### config.mk
export PLATFORM = sky130hd
export DESIGN_NAME = harddrive_seek_flat
export DESIGN_NICKNAME = d
export VERILOG_FILES = /design/src/rtl/harddrive_seek_if.sv /design/src/rtl/harddrive_seek.sv /design/src/flat_wrapper.sv
export SDC_FILE = /design/constraint.sdc
export NUM_CORES = 1
export LEC_CHECK = 0
export CORE_MARGIN = 4
export CORE_UTILIZATION = 60
export CTS_BUF_LIST = sky130_fd_sc_hd__clkbuf_2
export DETAILED_ROUTE_END_ITERATION = 7
export PLACE_DENSITY = 0.78
export SYNTH_ARGS = -nofsm -noshare
export SYNTH_HDL_FRONTEND = slang
export SYNTH_SLANG_ARGS = --single-unit
### constraint.sdc
create_clock -name clock -period 4.1 [get_ports clock]
set_input_delay 0.82 -clock clock [delete_from_list [all_inputs] [get_ports clock]]
set_output_delay 0.82 -clock clock [all_outputs]
set_load 0.05 [all_outputs]
### src/rtl/harddrive_seek_if.sv
// Request/response bundle between a processor I/O path and harddrive_seek.
//   master : drives request, flag_write_hd, track, sector, data_write;
//            observes busy, done, error, output_hard_drive, head_track.
//   slave  : the disk model, with the opposite directions.
interface harddrive_seek_if #(
    parameter int DATA_WIDTH  = 32,
    parameter int TRACK_BITS  = 7,
    parameter int SECTOR_BITS = 14
) ();
    logic                   request;
    logic                   flag_write_hd;
    logic [TRACK_BITS-1:0]  track;
    logic [SECTOR_BITS-1:0] sector;
    logic [DATA_WIDTH-1:0]  data_write;
    logic                   busy;
    logic                   done;
    logic                   error;
    logic [DATA_WIDTH-1:0]  output_hard_drive;
    logic [TRACK_BITS-1:0]  head_track;

    modport master (
        output request, flag_write_hd, track, sector, data_write,
        input  busy, done, error, output_hard_drive, head_track
    );

    modport slave (
        input  request, flag_write_hd, track, sector, data_write,
        output busy, done, error, output_hard_drive, head_track
    );
endinterface

### src/rtl/harddrive_seek.sv
// Track/sector word store with a moving-head seek model and a
// request/busy/done handshake.
//   clock : rising-edge clock
//   reset : synchronous, active-high; returns FSM, head and outputs to zero
//           (storage contents are kept)
//   hd    : harddrive_seek_if slave port (request, flag_write_hd, track,
//           sector, data_write in; busy, done, error, output_hard_drive,
//           head_track out)
// A request seeks |target - head| * SEEK_CYCLES cycles, then spends one
// cycle in ACCESS and one cycle in DONE. Out-of-range addresses skip
// straight to DONE with error set.
module harddrive_seek #(
    parameter int DATA_WIDTH  = 32,
    parameter int TRACK_BITS  = 7,
    parameter int SECTOR_BITS = 14,
    parameter int TRACKS      = 4,
    parameter int SECTORS     = 4,
    parameter int SEEK_CYCLES = 2
) (
    input  logic             clock,
    input  logic             reset,
    harddrive_seek_if.slave  hd
);

    localparam int WORDS   = TRACKS * SECTORS;
    localparam int ADDR_W  = (WORDS > 1) ? $clog2(WORDS) : 1;
    localparam int CNT_MAX = (TRACKS - 1) * SEEK_CYCLES;
    localparam int CNT_W   = (CNT_MAX > 0) ? $clog2(CNT_MAX + 1) : 1;
    localparam int PH_W    = (SEEK_CYCLES > 1) ? $clog2(SEEK_CYCLES) : 1;

    localparam logic [PH_W-1:0]        PH_INIT   = PH_W'((SEEK_CYCLES > 0) ? SEEK_CYCLES - 1 : 0);
    localparam logic [TRACK_BITS:0]    TRK_LIMIT = (TRACK_BITS + 1)'(TRACKS);
    localparam logic [SECTOR_BITS:0]   SEC_LIMIT = (SECTOR_BITS + 1)'(SECTORS);

    typedef enum logic [1:0] {
        ST_IDLE   = 2'd0,
        ST_SEEK   = 2'd1,
        ST_ACCESS = 2'd2,
        ST_DONE   = 2'd3
    } state_t;

    // Unsigned track distance as max - min, so no signed wrap is involved.
    function automatic logic [TRACK_BITS-1:0] track_distance(
        input logic [TRACK_BITS-1:0] a,
        input logic [TRACK_BITS-1:0] b
    );
        if (a >= b) begin
            track_distance = a - b;
        end else begin
            track_distance = b - a;
        end
    endfunction

    state_t                 state_r;
    logic                   wr_r;
    logic [TRACK_BITS-1:0]  trk_r;
    logic [SECTOR_BITS-1:0] sec_r;
    logic [DATA_WIDTH-1:0]  wdata_r;
    logic [CNT_W-1:0]       cnt_r;
    logic [PH_W-1:0]        phase_r;
    logic [TRACK_BITS-1:0]  head_r;
    logic                   busy_r;
    logic                   done_r;
    logic                   error_r;
    logic [DATA_WIDTH-1:0]  rdata_r;

    // Storage starts at zero and is deliberately outside the reset domain.
    logic [DATA_WIDTH-1:0]  mem_r [0:WORDS-1] = '{default: '0};

    logic                   range_err_s;
    logic [TRACK_BITS-1:0]  dist_s;
    logic [CNT_W-1:0]       load_s;
    logic [ADDR_W-1:0]      idx_s;

    // Decode of the incoming request and of the latched address.
    always_comb begin
        range_err_s = 1'b0;
        dist_s      = '0;
        load_s      = '0;
        idx_s       = '0;
        range_err_s = ({1'b0, hd.track} >= TRK_LIMIT) || ({1'b0, hd.sector} >= SEC_LIMIT);
        dist_s      = track_distance(hd.track, head_r);
        // Only consumed for in-range targets, where dist <= TRACKS-1 fits CNT_W.
        load_s      = CNT_W'(32'(dist_s) * SEEK_CYCLES);
        idx_s       = ADDR_W'(32'(trk_r) * SECTORS + 32'(sec_r));
    end

    // Control FSM with all handshake outputs, head position and read data registered.
    always_ff @(posedge clock) begin
        if (reset) begin
            state_r <= ST_IDLE;
            wr_r    <= 1'b0;
            trk_r   <= '0;
            sec_r   <= '0;
            wdata_r <= '0;
            cnt_r   <= '0;
            phase_r <= '0;
            head_r  <= '0;
            busy_r  <= 1'b0;
            done_r  <= 1'b0;
            error_r <= 1'b0;
            rdata_r <= '0;
        end else begin
            case (state_r)
                ST_IDLE: begin
                    done_r  <= 1'b0;
                    error_r <= 1'b0;
                    if (hd.request) begin
                        wr_r    <= hd.flag_write_hd;
                        trk_r   <= hd.track;
                        sec_r   <= hd.sector;
                        wdata_r <= hd.data_write;
                        busy_r  <= 1'b1;
                        if (range_err_s) begin
                            state_r <= ST_DONE;
                            done_r  <= 1'b1;
                            error_r <= 1'b1;
                        end else if (load_s == '0) begin
                            state_r <= ST_ACCESS;
                        end else begin
                            state_r <= ST_SEEK;
                            cnt_r   <= load_s;
                            phase_r <= PH_INIT;
                        end
                    end else begin
                        busy_r <= 1'b0;
                    end
                end
                ST_SEEK: begin
                    cnt_r <= cnt_r - CNT_W'(1);
                    // The head moves on the last cycle of each SEEK_CYCLES
                    // window, so it lands on the target as the count hits 0.
                    if (phase_r == '0) begin
                        phase_r <= PH_INIT;
                        if (trk_r > head_r) begin
                            head_r <= head_r + TRACK_BITS'(1);
                        end else if (trk_r < head_r) begin
                            head_r <= head_r - TRACK_BITS'(1);
                        end else begin
                            head_r <= head_r;
                        end
                    end else begin
                        phase_r <= phase_r - PH_W'(1);
                    end
                    if (cnt_r == CNT_W'(1)) begin
                        state_r <= ST_ACCESS;
                    end else begin
                        state_r <= ST_SEEK;
                    end
                end
                ST_ACCESS: begin
                    if (!wr_r) begin
                        rdata_r <= mem_r[idx_s];
                    end else begin
                        rdata_r <= rdata_r;
                    end
                    state_r <= ST_DONE;
                    done_r  <= 1'b1;
                    error_r <= 1'b0;
                end
                ST_DONE: begin
                    state_r <= ST_IDLE;
                    busy_r  <= 1'b0;
                    done_r  <= 1'b0;
                    error_r <= 1'b0;
                end
                default: begin
                    state_r <= ST_IDLE;
                    busy_r  <= 1'b0;
                    done_r  <= 1'b0;
                    error_r <= 1'b0;
                end
            endcase
        end
    end

    // Storage write port; reset on the ACCESS edge cancels the write.
    always_ff @(posedge clock) begin
        if (!reset && (state_r == ST_ACCESS) && wr_r) begin
            mem_r[idx_s] <= wdata_r;
        end
    end

    assign hd.busy              = busy_r;
    assign hd.done              = done_r;
    assign hd.error             = error_r;
    assign hd.output_hard_drive = rdata_r;
    assign hd.head_track        = head_r;

endmodule

### src/flat_wrapper.sv
// flat-port wrapper written by rule: the top's interface ports become plain ports
module harddrive_seek_flat 
#(
    parameter int DATA_WIDTH  = 32,
    parameter int TRACK_BITS  = 7,
    parameter int SECTOR_BITS = 14,
    parameter int TRACKS      = 4,
    parameter int SECTORS     = 4,
    parameter int SEEK_CYCLES = 2
)
  (clock, reset, hd_request, hd_flag_write_hd, hd_track, hd_sector, hd_data_write, hd_busy, hd_done, hd_error, hd_output_hard_drive, hd_head_track);
  harddrive_seek_if #(.DATA_WIDTH(DATA_WIDTH), .TRACK_BITS(TRACK_BITS), .SECTOR_BITS(SECTOR_BITS)) hd_i ();
  input  logic clock;
  input  logic reset;
  input wire logic [$bits(hd_i.request)-1:0] hd_request;
  input wire logic [$bits(hd_i.flag_write_hd)-1:0] hd_flag_write_hd;
  input wire logic [$bits(hd_i.track)-1:0] hd_track;
  input wire logic [$bits(hd_i.sector)-1:0] hd_sector;
  input wire logic [$bits(hd_i.data_write)-1:0] hd_data_write;
  output wire logic [$bits(hd_i.busy)-1:0] hd_busy;
  output wire logic [$bits(hd_i.done)-1:0] hd_done;
  output wire logic [$bits(hd_i.error)-1:0] hd_error;
  output wire logic [$bits(hd_i.output_hard_drive)-1:0] hd_output_hard_drive;
  output wire logic [$bits(hd_i.head_track)-1:0] hd_head_track;
  assign hd_i.request = hd_request;
  assign hd_i.flag_write_hd = hd_flag_write_hd;
  assign hd_i.track = hd_track;
  assign hd_i.sector = hd_sector;
  assign hd_i.data_write = hd_data_write;
  assign hd_busy = hd_i.busy;
  assign hd_done = hd_i.done;
  assign hd_error = hd_i.error;
  assign hd_output_hard_drive = hd_i.output_hard_drive;
  assign hd_head_track = hd_i.head_track;
  harddrive_seek #(.DATA_WIDTH(DATA_WIDTH), .TRACK_BITS(TRACK_BITS), .SECTOR_BITS(SECTOR_BITS), .TRACKS(TRACKS), .SECTORS(SECTORS), .SEEK_CYCLES(SEEK_CYCLES)) u_core (.clock(clock), .reset(reset), .hd(hd_i));
endmodule
==> impl_metrics.ini, run 1 <==
[run_status]
status = finished, final reports clean

[placement]
routabilityCongestion = 0.805
port_buffers = 98
hpwl_microns = 28500

[worst_hold_path]
min_from = reset
hp-class = input port to flop

[yosys]
syn_area_sq_um = 23400
synth_top_cell_area_share_pct = 65.6
synth_area_leaders = edfxtp_1 (66%), mux4_2 (15%), dfxtp_1 (7.9%)
yosysSeqAreaShare_pct = 73.5
syn_nets = 1335
ys_async_sr_fraction_pct = 0
yosysUniqueCellTypes = 57
synth_edf_count = 512
syn_inst = 1249
ys_ff_latch = 604
yosys_warnings = 0
yosysTopAreaCell = edfxtp_1
ys.flop_type = edfxtp_1
syn_avg_cell_area_sq_um = 18.8

[drt]
post_drt_via_cell_ratio = 5.86
wirelength_microns = 49400
wl_per_cell_microns = 23.4
drcViolationCount = 0
drtPass1Iterations = 8
vias = 12400
ant_nets = 0
drtIter0Drc = 1256

[final_layout]
drive_gt1_share_pct = 29.9
final_nets = 1556
layout_commonest_cell = edfxtp_1
layout_common_cells = edfxtp_1 (512), clkbuf_2 (232), nand2_1 (160), mux4_2 (160), clkdlybuf4s50_1 (97)
syn_to_final_growth_pct = 13.8

[worst_setup_path]
path_max_fanout = 6
crit_path_cell_trace = inv_1, ha_1, a21o_1, a21o_1, a21oi_1, o21ai_1, nand2_1, ha_1, a21o_1, a21oi_1, nand2b_1, a21oi_1, or2_1, a211o_1, mux2_1
reg2reg_from = u_core.hd.head_track[4]
critPathLaunchType = flop
path_delay_family = compound AO/OA/AOI/OAI gates
crit_slowest_cell = dfxtp_1
required_ns = 4.98
max_stage_delay_ns = 0.41
cp_num_buf_inv = 1
crit_path_start = u_core.hd.head_track[4]
worstSetupPathType = flop to flop
cp.arrival_ns = 4.37
end_kind = flop

[clock_network]
cts_resized = 0
clkTransAtPathRegs_ns = 0.09
cts.htree.levels = 4
clockBufferDepth = 3
tritoncts = yes
cts_root_buf = clkbuf_2
cts_hold_buf = 0
clock-sinks = 604
cts_setup_buffers = 0
numCtsBuffers = 146
clk_latency_ns = 1.02

[timing]
finalMaxSlewViolations = 0
hold_violations = 0
clock.fmax_mhz = 286
slew_headroom_pct = 23.6
tns_ns = 0
rsz0062_at_grt = no
worstMarginPinSlew_ns = 1.15
setup_violations = 0
period_needed_ns = 3.49
hold_slack_ns = 0.202
min_period_over_period_pct = 85.2
finClkSkew_ns = 0.0853

[floorplan]
placementRows = 72
dieArea_sq_um = 42300
die_h_microns = 206
coreArea_sq_um = 38600
ioPinCount = 99
initial_core_util_pct = 60.6
fp.dieW_microns = 206

[global_route]
grt_util_all_layers_pct = 24.1
grt_pass1_vias = 13000
grt_pass1_wl_microns = 75700
grt_max_degree = 93
antenna_found_initial = 1
grt_overflow = 0

[power]
p_leak_nw = 8.82
worst_ir_drop_vdd_mv = 0.300
cellPowerDensity_nw_per_um2 = 547

[flow_run]
drv_cap = 0
cell usage after synthesis, types with 2 or more instances:
master / number
buf_6: 3
a21oi_1: 89
a211o_1: 2
a21o_1: 6
inv_1: 24
o21ai_1: 2
nand4_1: 4
mux2i_1: 4
or3_1: 2
a211oi_1: 6
nor2_1: 36
nor4_1: 5
nor2b_1: 4
ha_1: 28
xnor2_1: 5
a31oi_1: 2
nand2_1: 161
nand2b_1: 4
nor3_1: 5
mux4_2: 160
dfxtp_1: 92
buf_2: 8
o21ai_0: 2
edfxtp_1: 512
nand3_1: 2
clkbuf_1: 41
buf_4: 10
tightest hold or removal path, cell delays in order:
cell	delay, ns
buf_4	0.08
inv_1	0.12
o21a_1	0.13
registers in the layout (all words and copies together), names as in the netlist, 2 cells and up:
| register | flops |
|---|---|
| u_core.cnt_r | 3 |
| u_core.wdata_r | 32 |
| u_core.hd.head_track | 7 |
| u_core.mem_r | 512 |
| u_core.state_r | 2 |
| u_core.hd.output_hard_drive | 32 |
| u_core.sec_r | 4 |
| u_core.trk_r | 7 |
layer usage:
metal	part of all wire, %	track usage, %
met1	40	33.4
met2	51	39.8
met3	7.1	4.79
met4	1.7	7.08
met5	0	0
report_power, final:
group / total [mW] / leakage [nW] / internal (mW) / switching (mW)
clock: 3.91 / 1.06 / 1.62 / 2.29
combinational: 3.18 / 2.29 / 1.39 / 1.78
sequential: 7.49 / 5.46 / 7.05 / 0.435
total: 14.6 / 8.82 / 10.1 / 4.51
per-stage QoR:
stage,setup slack (ns),instance area (sq um),total power [mW],instances,util (%)
6_report,0.606,26700,14.6,2112,69.0
5_1_grt,0.430,26700,15.4,2112,69.0
4_1_cts,0.631,26700,14.8,2111,69.0
3_5_place_dp,0.643,25300,10.8,1840,65.4
3_3_place_gp,0.723,25300,10.8,1840,65.4
2_1_floorplan,0.572,23400,9.84,1249,-
final cells by class:
class | instances | area [sq um]
clock inverter | 39 | 215
clock buffer | 232 | 1160
antenna | 1 | 2.50
fill | 2516 | 12000
tap | 518 | 648
inverter | 24 | 90.1
multi-input combinational | 557 | 5940
sequential | 604 | 17200
timing repair buffer | 137 | 1380
cell families after synthesis:
kind of cell,after synthesis,share of synthesized area (%)
adder cells (fa/ha/maj),29,1.58
flip-flops,604,73.5
multiplexers,165,15.6
AND/OR/NAND/NOR,233,4.16
AO/OA/AOI/OAI,123,3.07
XOR/XNOR,7,0.374
buffers and inverters,88,1.75
final timing paths:
check	slack, ns	depth (start not counted)	to
worst max-delay path	0.61	15	u_core.hd.head_track[6]
worst min register to register	0.46	2	u_core.hd.output_hard_drive[12]
worst max register to register	0.61	15	u_core.hd.head_track[6]
worst min-delay path	0.20	3	u_core.cnt_r[0]
No activity file was read; power rests on OpenSTA's default activity.
==> inputs of run 2 (changes only) <==
--- a/config.mk
+++ b/config.mk
@@ -9,6 +9,7 @@
 export CORE_UTILIZATION = 60
 export CTS_BUF_LIST = sky130_fd_sc_hd__clkbuf_2
 export DETAILED_ROUTE_END_ITERATION = 7
+export HOLD_SLACK_MARGIN = 0.1
 export PLACE_DENSITY = 0.78
 export SYNTH_ARGS = -nofsm -noshare
 export SYNTH_HDL_FRONTEND = slang
==> run 2 against run 1 <==
Against the previous run: routed wire length up 0.21%; power about the same; non-clock buffer count up 1; combinational power about the same; utilization about the same; via count up 0.44%; global-route usage about the same; sequential share of layout area about the same; critical path depth unchanged; worst setup slack better by 0.0067 ns; fmax up 0.19%; critical endpoint unchanged.
==> impl_metrics.ini, run 2 (synthesis gave the netlist of run 1 again) <==
[timing]
finalMaxSlewViolations = 0
setup_violations = 0
slew_headroom_pct = 22.2
worstMarginPinSlew_ns = 1.17
finClkSkew_ns = 0.0951
min_period_over_period_pct = 85.1
period_needed_ns = 3.49
hold_slack_ns = 0.311
hold_violations = 0
rsz0062_at_grt = no
clock.fmax_mhz = 287
tns_ns = 0

[global_route]
grt_max_degree = 93
grt_pass1_wl_microns = 75700
antenna_found_initial = 1
grt_pass1_vias = 13000
grt_util_all_layers_pct = 24.1
grt_overflow = 0

[floorplan]
coreArea_sq_um = 38600
dieArea_sq_um = 42300
placementRows = 72
initial_core_util_pct = 60.6
fp.dieW_microns = 206
ioPinCount = 99
die_h_microns = 206

[clock_network]
cts.htree.levels = 4
cts_root_buf = clkbuf_2
clockBufferDepth = 3
cts_setup_buffers = 0
clock-sinks = 604
tritoncts = yes
numCtsBuffers = 146
clk_latency_ns = 1.04
clkTransAtPathRegs_ns = 0.11

[final_layout]
fillers = 2515
final_nets = 1557
largest_reg_flops = 512
regMostFlops = u_core.mem_r
layout_common_cells = edfxtp_1 (512), clkbuf_2 (232), nand2_1 (160), mux4_2 (160), clkdlybuf4s50_1 (97)
drive_gt1_share_pct = 29.9
layout_commonest_cell = edfxtp_1
syn_to_final_growth_pct = 13.8

[power]
p_leak_nw = 8.83
worst_ir_drop_vdd_mv = 0.299
cellPowerDensity_nw_per_um2 = 547

[worst_setup_path]
reg2reg_from = u_core.hd.head_track[4]
r2r-end = u_core.hd.head_track[6]
path_max_fanout = 6
worstSetupPathType = flop to flop
end_kind = flop
required_ns = 5.00
rr_worst_depth = 15
reg2reg_slack_ns = 0.61
critPathLaunchType = flop
cp.arrival_ns = 4.38

[placement]
port_buffers = 98
routabilityCongestion = 0.805
hpwl_microns = 28500

[drt]
drcViolationCount = 0
drtIter0Drc = 1352
ant_nets = 0
post_drt_via_cell_ratio = 5.88
drtPass1Iterations = 7
vias = 12400
wirelength_microns = 49500
wl_per_cell_microns = 23.4

[worst_hold_path]
hp-class = input port to flop
min_to = u_core.wdata_r[20]
min_from = hd_data_write[20]
hold_depth = 3

[run_status]
status = finished, final reports clean

[flow_run]
drv_cap = 0
run 2: stage by stage:
stage	power, mW	std cells	setup slack [ns]	utilization (%)	instance area, sq um
after floorplan	9.84	1249	0.572	-	23400
after global placement	10.8	1840	0.723	65.4	25300
after detailed placement	10.8	1840	0.643	65.4	25300
after CTS	14.8	2112	0.631	69.0	26700
after global routing	15.4	2113	0.430	69.0	26700
final	14.6	2113	0.613	69.0	26700
run 2: repair_timing:
item,CTS,global route
gates resized for setup,0,0
endpoints found under the hold margin,1,0
hold buffers,1,0
run 2: cell type report:
cell class	instances	area [sq um]	share of cell area, %
Multi-Input combinational cell	557	5940	22.3
Tap cell	518	648	2.43
Inverter	24	90.1	0.338
Antenna cell	1	2.50	0.00938
Clock inverter	39	215	0.807
Sequential cell	604	17200	64.6
Timing Repair Buffer	138	1390	5.22
Clock buffer	232	1160	4.35
run 2: critical path: stages, from the launching register on:
cell and delay, ns:
dfxtp_1 0.40, inv_1 0.09, ha_1 0.32, a21o_1 0.16, a21o_1 0.17, a21oi_1 0.18
o21ai_1 0.13, nand2_1 0.24, ha_1 0.33, a21o_1 0.20, a21oi_1 0.20, nand2b_1 0.13
a21oi_1 0.08, or2_1 0.21, a211o_1 0.26, mux2_1 0.30
run 2: power by group:
group	leakage, nW	switching, mW	internal (mW)
logic	2.30	1.78	1.40
clock network	1.06	2.30	1.62
registers	5.46	0.436	7.05
run 2: worst max-delay path by stage:
stage | startpoint | to | slack, ns | cells past startpoint
global route | u_core.hd.head_track[4] | u_core.hd.head_track[6] | 0.43 | 15
floorplan | u_core.hd.head_track[4] | u_core.hd.head_track[6] | 0.57 | 15
finish | u_core.hd.head_track[4] | u_core.hd.head_track[6] | 0.61 | 15
detailed placement | u_core.hd.head_track[4] | u_core.hd.head_track[6] | 0.64 | 15
CTS | u_core.hd.head_track[4] | u_core.hd.head_track[6] | 0.63 | 15
global placement | u_core.hd.head_track[4] | u_core.hd.head_track[6] | 0.72 | 15
run 2: per-layer routing:
layer,GRT usage (%),vias to the layer above,part of all wire [%]
met5,0,-,0
met1,33.4,6324,41
met4,7.08,0,1.9
li1,-,5511,-
met3,4.79,67,7.2
met2,39.8,519,50
